File: src/rtl/z80fi_pkg.sv
// z80fi_pkg: shared types and widths for the z80fi formal-interface blocks
package z80fi_pkg;
  typedef enum logic {IDLE, COLLECT} collector_state_t;
  localparam int Z80FI_MAX_INSN_LEN = 4;
  localparam int Z80FI_LEN_W = 3;
endpackage

File: src/rtl/z80fi_insn_collector.sv
// z80fi_insn_collector: assembles fetched bytes of each retiring instruction into z80fi fields
module z80fi_insn_collector
  import z80fi_pkg::*;
#(
  parameter int MAX_LEN = Z80FI_MAX_INSN_LEN
) (
  input  logic                   clk,
  input  logic                   reset_n,
  input  logic                   fetch_valid,
  input  logic                   fetch_first,
  input  logic [15:0]            fetch_addr,
  input  logic [7:0]             fetch_data,
  input  logic                   insn_retire,
  output logic                   z80fi_valid,
  output logic [8*MAX_LEN-1:0]   z80fi_insn,
  output logic [Z80FI_LEN_W-1:0] z80fi_insn_len,
  output logic [15:0]            z80fi_pc_rdata,
  output logic                   z80fi_error
);
  collector_state_t state;
  logic [8*MAX_LEN-1:0] acc, acc_n;
  logic [Z80FI_LEN_W-1:0] cnt, cnt_n;
  logic [15:0] pc, pc_n;
  logic idle, fresh, append, overflow, keep_old, publish, clear, err_set;
  assign idle     = state == IDLE;
  assign fresh    = fetch_valid & fetch_first;
  assign append   = fetch_valid & !fetch_first & !idle & (cnt != Z80FI_LEN_W'(MAX_LEN));
  assign overflow = fetch_valid & !fetch_first & !idle & (cnt == Z80FI_LEN_W'(MAX_LEN));
  // A first-byte fetch while collecting publishes (on retire) the old insn, not the new byte
  assign keep_old = fresh & !idle;
  assign publish  = insn_retire & (!idle | fresh);
  assign clear    = publish & !keep_old;
  assign err_set  = (idle & fetch_valid & !fetch_first) | (idle & insn_retire & !fetch_valid) |
                    overflow | (keep_old & !insn_retire);
  assign cnt_n    = fresh ? Z80FI_LEN_W'(1) : cnt + {{(Z80FI_LEN_W-1){1'b0}}, append};
  assign pc_n     = fresh ? fetch_addr : pc;
  genvar k;
  for (k = 0; k < MAX_LEN; k++) begin : g_lane
    assign acc_n[8*k+:8] = ((fresh && k == 0) || (append && cnt == Z80FI_LEN_W'(k))) ? fetch_data :
                           fresh ? 8'h00 : acc[8*k+:8];
  end
  always_ff @(posedge clk or negedge reset_n) begin
    if (!reset_n) begin
      state          <= IDLE;
      acc            <= '0;
      cnt            <= '0;
      pc             <= '0;
      z80fi_valid    <= 1'b0;
      z80fi_insn     <= '0;
      z80fi_insn_len <= '0;
      z80fi_pc_rdata <= '0;
      z80fi_error    <= 1'b0;
    end else begin
      state       <= clear ? IDLE : fresh ? COLLECT : state;
      acc         <= clear ? '0 : acc_n;
      cnt         <= clear ? '0 : cnt_n;
      pc          <= clear ? '0 : pc_n;
      z80fi_error <= z80fi_error | err_set;
      z80fi_valid <= publish;
      if (publish) begin
        z80fi_insn     <= keep_old ? acc : acc_n;
        z80fi_insn_len <= keep_old ? cnt : cnt_n;
        z80fi_pc_rdata <= keep_old ? pc : pc_n;
      end
    end
  end
endmodule

File: config.mk
export PLATFORM = sky130hd
export DESIGN_NAME = z80fi_insn_collector
export DESIGN_NICKNAME = d
export VERILOG_FILES = /design/src/rtl/z80fi_pkg.sv /design/src/rtl/z80fi_insn_collector.sv
export SDC_FILE = /design/constraint.sdc
export NUM_CORES = 1
export LEC_CHECK = 0
export BUFFER_PORTS_ARGS = -buffer_cell sky130_fd_sc_hd__clkbuf_2
export CAP_MARGIN = 20
export CORE_ASPECT_RATIO = 1.1
export CORE_MARGIN = 1
export CORE_UTILIZATION = 55
export CTS_CLUSTER_DIAMETER = 200
export DETAILED_ROUTE_END_ITERATION = 10
export HOLD_SLACK_MARGIN = 0.06
export PLACE_DENSITY = 0.81
export SLEW_MARGIN = 10
export SYNTH_ARGS = -nofsm -noshare
export SYNTH_HDL_FRONTEND = slang
export SYNTH_SLANG_ARGS = --single-unit
File: constraint.sdc
create_clock -name clk -period 2.05 [get_ports clk]
set_input_delay 0.205 -clock clk [delete_from_list [all_inputs] [get_ports clk]]
set_output_delay 0.205 -clock clk [all_outputs]
set_load 0.02 [all_outputs]
## After elaboration in Yosys (flattened, before gate mapping)

Index checks and enable logic that the tools add are counted.

| storage, ports and cells | value |
|---|---|
| bits in registers | 105 |
| bits of input ports | 29 |
| output and inout port bits | 53 |

| cells by class | value |
|---|---|
| add/sub/neg operators | 1 |
| eq/ne operators | 5 |
| multiplexer cells | 18 |
| bitwise logic cells | 19 |
| reduce and logical (&&, ||, !) cells | 11 |

Operators by type and width:

| kind | number |
|---|---|
| $mux W32 | 2 |
| $mux W8 | 8 |
| $mux W16 | 3 |
| $and A1 B1 Y1 | 13 |
| $mux W3 | 3 |
| $eq A3 B2 Y1 const B | 2 |
| $or A1 B1 Y1 | 5 |
| $logic_and A1 B1 Y1 | 4 |
| $logic_not A1 Y1 | 4 |
| $add A3 B1 Y3 | 1 |
| $eq A3 B1 Y1 const B | 1 |
| $eq A3 B3 Y1 const B | 1 |
| $logic_not A3 Y1 | 1 |
| $ne A3 B3 Y1 const B | 1 |
| $mux W1 | 2 |
| $reduce_bool A2 Y1 | 1 |
| $logic_or A1 B1 Y1 | 1 |
| $not A1 Y1 | 1 |

## Longest topological paths before layout

| depth | value |
|---|---|
| depth in word-level cells | 8 |
| gate-level depth with buffers | 9 |
| depth with buffers taken out | 8 |

## Worst setup path before layout

Ideal clock, no wire load.

| timing path | value |
|---|---|
| kind | reg-to-reg |
| start | register cnt[2] |
| end | register z80fi_insn[10] |
| setup time | 0.126 ns |
| arrival time | 1.546 ns |
| slack | 0.378 ns |
| stages on the path, launching flop included | 5 |
| path buffers | 0 |
| period minus slack after synthesis | 1.672 ns |
| cell sequence | dfrtp_1 > nor4bb_4 > nor3b_4 > nor2_2 > a221o_1 |

| on the way | value |
|---|---|
| word-level cells in the longest chain between the ends | 5 |
| elaborated cells on any way between the ends | 6 |
| classes of those cells | eq/ne: 2; mux: 2; bitwise: 1; reduce/logical: 1 |

RTL lines:

| what | RTL line | source |
|---|---|---|
| from (decl) | z80fi_insn_collector.sv:22 | `logic [Z80FI_LEN_W-1:0] cnt, cnt_n;` |
| from (signal assigned) | z80fi_insn_collector.sv:56 | `cnt <= clear ? '0 : cnt_n;` |
| $ne A3 B3 Y1 | z80fi_insn_collector.sv:27 | `assign append = fetch_valid & !fetch_first & !idle & (cnt != Z80FI_LEN_W'(MAX_LEN));` |
| $and A1 B1 Y1 | z80fi_insn_collector.sv:27 |  |
| $logic_and A1 B1 Y1 * | z80fi_insn_collector.sv:39 | `assign acc_n[8*k+:8] = ((fresh && k == 0) \|\| (append && cnt == Z80FI_LEN_W'(k))) ? fetch_data :` |
| $mux W8 * | z80fi_insn_collector.sv:39 |  |
| $mux W32 * | z80fi_insn_collector.sv:61 | `z80fi_insn <= keep_old ? acc : acc_n;` |
| to (signal assigned) | z80fi_insn_collector.sv:61 |  |
| to (decl) | z80fi_insn_collector.sv:15 | `output logic [8*MAX_LEN-1:0] z80fi_insn,` |

Every way passes the cells marked *; elsewhere a longest branch is shown, timed or not.
A chain may end at the register's enable or synchronous reset.

## Worst setup path in the final report

| timing path | value |
|---|---|
| start | register state |
| end | register z80fi_insn[2] |

| on the way | value |
|---|---|
| word-level cells in the longest chain between the ends | 6 |
| elaborated cells on any way between the ends | 9 |
| classes of those cells | mux: 2; bitwise: 5; reduce/logical: 2 |

RTL lines:

| what | RTL line | source |
|---|---|---|
| from (decl) | z80fi_insn_collector.sv:20 | `collector_state_t state;` |
| from (signal assigned) | z80fi_insn_collector.sv:54 | `state <= clear ? IDLE : fresh ? COLLECT : state;` |
| $and A1 B1 Y1 (2 in a row) | z80fi_insn_collector.sv:27 |  |
| $logic_and A1 B1 Y1 | z80fi_insn_collector.sv:39 |  |
| $logic_or A1 B1 Y1 | z80fi_insn_collector.sv:39 |  |
| $mux W8 | z80fi_insn_collector.sv:39 |  |
| $mux W32 | z80fi_insn_collector.sv:61 |  |

Several ways; a longest one is shown, not always the timed one.

==> results_tabular.tex <==
\begin{tabular}{lr}
\hline
Metric & Value \\
\hline
\multicolumn{2}{l}{\textbf{Status}} \\
\quad Outcome & complete, no violations \\
\multicolumn{2}{l}{\textbf{Clocking}} \\
\quad CTS buffer count & 9 \\
\quad Setup Buffers After CTS & 0 \\
\quad H-tree depth reported by CTS & 3 \\
\quad Clk Tree Root Cell & clkbuf\_8 \\
\quad Clock edge transition at the registers on the reported setup and hold paths & roughly 0.10 ns \\
\quad Worst-skew pair later-pin latency & between 0.3 and 0.4 ns \\
\quad Clock net sink count & about 110 \\
\quad Clock buffer depth & 2 \\
\quad Clock tree from TritonCTS & built \\
\multicolumn{2}{l}{\textbf{Layout}} \\
\quad Top library cells by usage in the layout, fill and taps aside & 105 x dfrtp\_1, 80 x clkbuf\_2, 79 x nand2\_1 \\
\quad Synthesis-to-finish area growth & 18.56\% \\
\quad Filler-free cell count of the finished design & approximately 640 \\
\quad Proportion of layout cells with a drive suffix above 1 & between 20\% and 30\% \\
\quad Most common library cell in the layout ignoring fill and taps & dfrtp\_1 \\
\quad Filler Cells Inserted & approximately 620 \\
\quad Total number of nets in the final design & between 500 and 600 \\
\quad Share of the core filled with cells & 68.10\% \\
\quad Diode insertion count for antenna repair & 0 \\
\multicolumn{2}{l}{\textbf{GRT}} \\
\quad Global route total overflow & 0 \\
\quad Met1 capacity usage during global routing & a little over a third \\
\quad Largest net degree at the start of global routing & 58 \\
\quad Met2 global-route usage & 41.63\% \\
\quad Most used routing layer & met2 \\
\quad Initial antenna violation count & 0 \\
\quad Met3 track demand over resource & between 5 and 6\% \\
\quad Wire length of the first global-routing pass & around 17 mm \\
\quad Number of global-route vias before repair & between 3,000 and 4,000 \\
\quad Combined global-route utilization of all metal layers & 26.23\% \\
\multicolumn{2}{l}{\textbf{Place}} \\
\quad DPL Wire Length & just over 7 mm \\
\quad IO Port Bufs & 81 \\
\quad Global placer's final weighted congestion & 0.8166 \\
\quad Cells after DPL & slightly above 600 \\
\multicolumn{2}{l}{\textbf{Timing}} \\
\quad Max-slew violation total from the final report & 0 \\
\quad Final count of hold timing violations & 0 \\
\quad Setup repair after global routing missed its margin & no \\
\quad Final Setup Violations & 0 \\
\quad Layout Skew & between 0.009 and 0.01 ns \\
\quad Achievable Freq & 550.1 MHz \\
\quad Final critical path time including I/O delays and setup & approximately 1.8 ns \\
\quad Final period utilization & about 89\% \\
\quad Worst hold slack after final layout & roughly 0.074 ns \\
\quad Transition time at the pin with the least slew margin & 0.6034 ns \\
\quad Final setup TNS & 0 ns \\
\quad Relative slew margins & 59.54\% \\
\multicolumn{2}{l}{\textbf{Logic synthesis}} \\
\quad Total of warnings raised by yosys & 0 \\
\quad Count of different cell masters after synthesis & 36 \\
\quad Syn\_nets & 475 \\
\quad Number of instances in the synthesized netlist & approximately 440 \\
\quad Syn Std Cell Area & approximately 4600 um2 \\
\quad Share of the yosys chip area belonging to registers & about 57\% \\
\quad FF+latch count, synth & 105 \\
\quad Post-synthesis area per instance & roughly 10 um2 \\
\multicolumn{2}{l}{\textbf{Pwr}} \\
\quad Logic gate share of total power & about a fifth \\
\quad Switching part of the total & a little under a third \\
\quad Int Power & 3240 uW \\
\quad Switching Power & roughly 1400 uW \\
\quad Cell leakage power & roughly 0.0028 uW \\
\quad Share of total power in sequential cells & 51.9\% \\
\quad Worst ir drop on vdd & 0.4979 mV \\
\quad Power density of the placed cells & roughly 850 nW/um2 \\
\quad Clock power frac & 28.5\% \\
\multicolumn{2}{l}{\textbf{Routing}} \\
\quad 1st-iter DRT viols & 232 \\
\quad Residual DRC count & 0 \\
\quad Post-Route WL & 10.45 mm \\
\quad Detailed-routing iteration count for the pre-antenna-repair pass & 4 \\
\quad Number of vias in the routed layout & 3,626 \\
\quad Routed length per instance & approximately 16 um \\
\quad Routed via count divided by cell count & roughly 5.6 \\
\quad Antenna-violating nets left & 0 \\
\multicolumn{2}{l}{\textbf{Floorplan}} \\
\quad Y dimension of the die & about 100 um \\
\quad Placement row count & 34 \\
\quad Effective utilization at floorplan & 57.44\% \\
\quad Core box area & just over 8000 um2 \\
\quad Ports placed on the boundary & 82 \\
\quad Floorplan die width & slightly below 90 um \\
\quad Die area & between 8000 and 9000 um2 \\
\multicolumn{2}{l}{\textbf{Worst setup path}} \\
\quad Data arrival at the endpoint of the critical path & between 2 and 2.5 ns \\
\quad R2R cell count & 5 \\
\quad Maximum fanout along the worst path & 10 \\
\quad Kind of capture point of the worst setup path & flop \\
\quad Startpoint types & flop \\
\quad Endpoint required time on the critical path & around 2.3 ns \\
\quad Crit Path Class & reg -> reg \\
\multicolumn{2}{l}{\textbf{Min path}} \\
\quad Hold Path Depth & 3 \\
\quad Class of the worst hold path & in -> reg \\
\multicolumn{2}{l}{\textbf{Flow run}} \\
\quad Number of maximum-capacitance violations & 0 \\
\hline
\end{tabular}
layer usage:
metal | part of all wire [%] | up-vias | wire length [um]
li1 | - | 1738 | -
met1 | 42 | 1742 | 4423
met2 | 48 | 124 | 5029
met3 | 7.2 | 22 | 754
met4 | 2.3 | 0 | 241
met5 | 0 | - | 0
timing repair:
item | 4_1_cts | 5_1_grt
endpoints found under the hold margin | 49 | 0
gates resized for setup | 0 | 0
hold buffers | 9 | 0
cells in the mapped netlist, drive strengths merged:
| library cell | n | area (um2) |
|---|---|---|
| a21bo | 1 | 10.01 |
| a21boi | 1 | 7.510 |
| a21o | 1 | 7.510 |
| a21oi | 49 | 249.0 |
| a221o | 24 | 240.2 |
| a31oi | 1 | 6.260 |
| and2 | 2 | 12.51 |
| and3 | 26 | 162.7 |
| buf | 18 | 103.9 |
| clkbuf | 14 | 52.55 |
| dfrtp | 105 | 2628 |
| ha | 2 | 25.02 |
| inv | 3 | 11.26 |
| mux2i | 34 | 340.3 |
| nand2 | 79 | 296.5 |
| nand3 | 26 | 130.1 |
| nand3b | 2 | 15.01 |
| nor2 | 24 | 92.59 |
| nor2b | 1 | 6.260 |
| nor3 | 1 | 5.000 |
| nor3b | 1 | 18.77 |
| nor4b | 1 | 15.01 |
| nor4bb | 1 | 25.02 |
| o21ai | 23 | 118.9 |
| o22ai | 1 | 6.260 |
| o2bb2ai | 1 | 15.01 |
| xnor2 | 1 | 8.760 |
| xor2 | 1 | 8.760 |
power groups by stage:
stage,combinational (uW),clock (uW),sequential (uW)
after global routing,1010,1420,2440
after floorplan,397,0,2590
final,906,1320,2410
after global placement,867,0,2440
after detailed placement,898,0,2450
after CTS,914,1340,2410
kinds of logic (layout without fill, tap and decap cells):
family	count (synthesis)	in the layout	synth area share [%]
adders and majority gates	2	2	0.5418
buffers and inverters	35	125	3.630
and+or+nand+nor	164	164	16.88
muxes	34	34	7.369
xor gates and xnor gates	2	2	0.3794
DFF	105	105	56.90
AOI/OAI and AO/OA	102	102	14.31
worst max-delay path: stages (launching register included):
cell	delay [ns]
dfrtp_1	0.41
buf_4	0.19
nor4b_2	0.37
o2bb2ai_2	0.34
mux2i_1	0.28
a21oi_1	0.10
final timing paths:
path / from / endpoint / slack [ns]
worst max register to register: state / z80fi_insn[2] / 0.23
max in group asynchronous: reset_n / z80fi_pc_rdata[1] / 1.03
worst min-delay path: fetch_addr[7] / pc[7] / 0.07
worst min register to register: z80fi_pc_rdata[4] / z80fi_pc_rdata[4] / 0.49
min in group asynchronous: reset_n / z80fi_pc_rdata[7] / 0.36
worst max-delay path: state / z80fi_insn[2] / 0.23
flip-flops by register name, indices dropped and copies added (netlist names):
name / flops
acc: 32
cnt: 3
pc: 16
state: 1
z80fi_error: 1
z80fi_insn: 32
z80fi_insn_len: 3
z80fi_pc_rdata: 16
z80fi_valid: 1
per-stage QoR:
step	total power (uW)	setup slack, ns	area (um2)
floorplan	2986	0.3778	4618
global placement	3303	0.3516	5181
detailed placement	3346	0.2761	5181
CTS	4666	0.2466	5475
global route	4867	0.1149	5475
finish	4637	0.2321	5475
cell type report:
class | instances | area, um2 | area share, %
clock inverter | 4 | 48.80 | 0.8912
multi-input combinational | 304 | 1842 | 33.64
timing repair buffer | 106 | 655.6 | 11.97
inverter | 3 | 11.26 | 0.2057
clock buffer | 12 | 155.1 | 2.834
sequential | 105 | 2628 | 47.99
tap | 108 | 135.1 | 2.468
(Power assumes the default switching activity.)
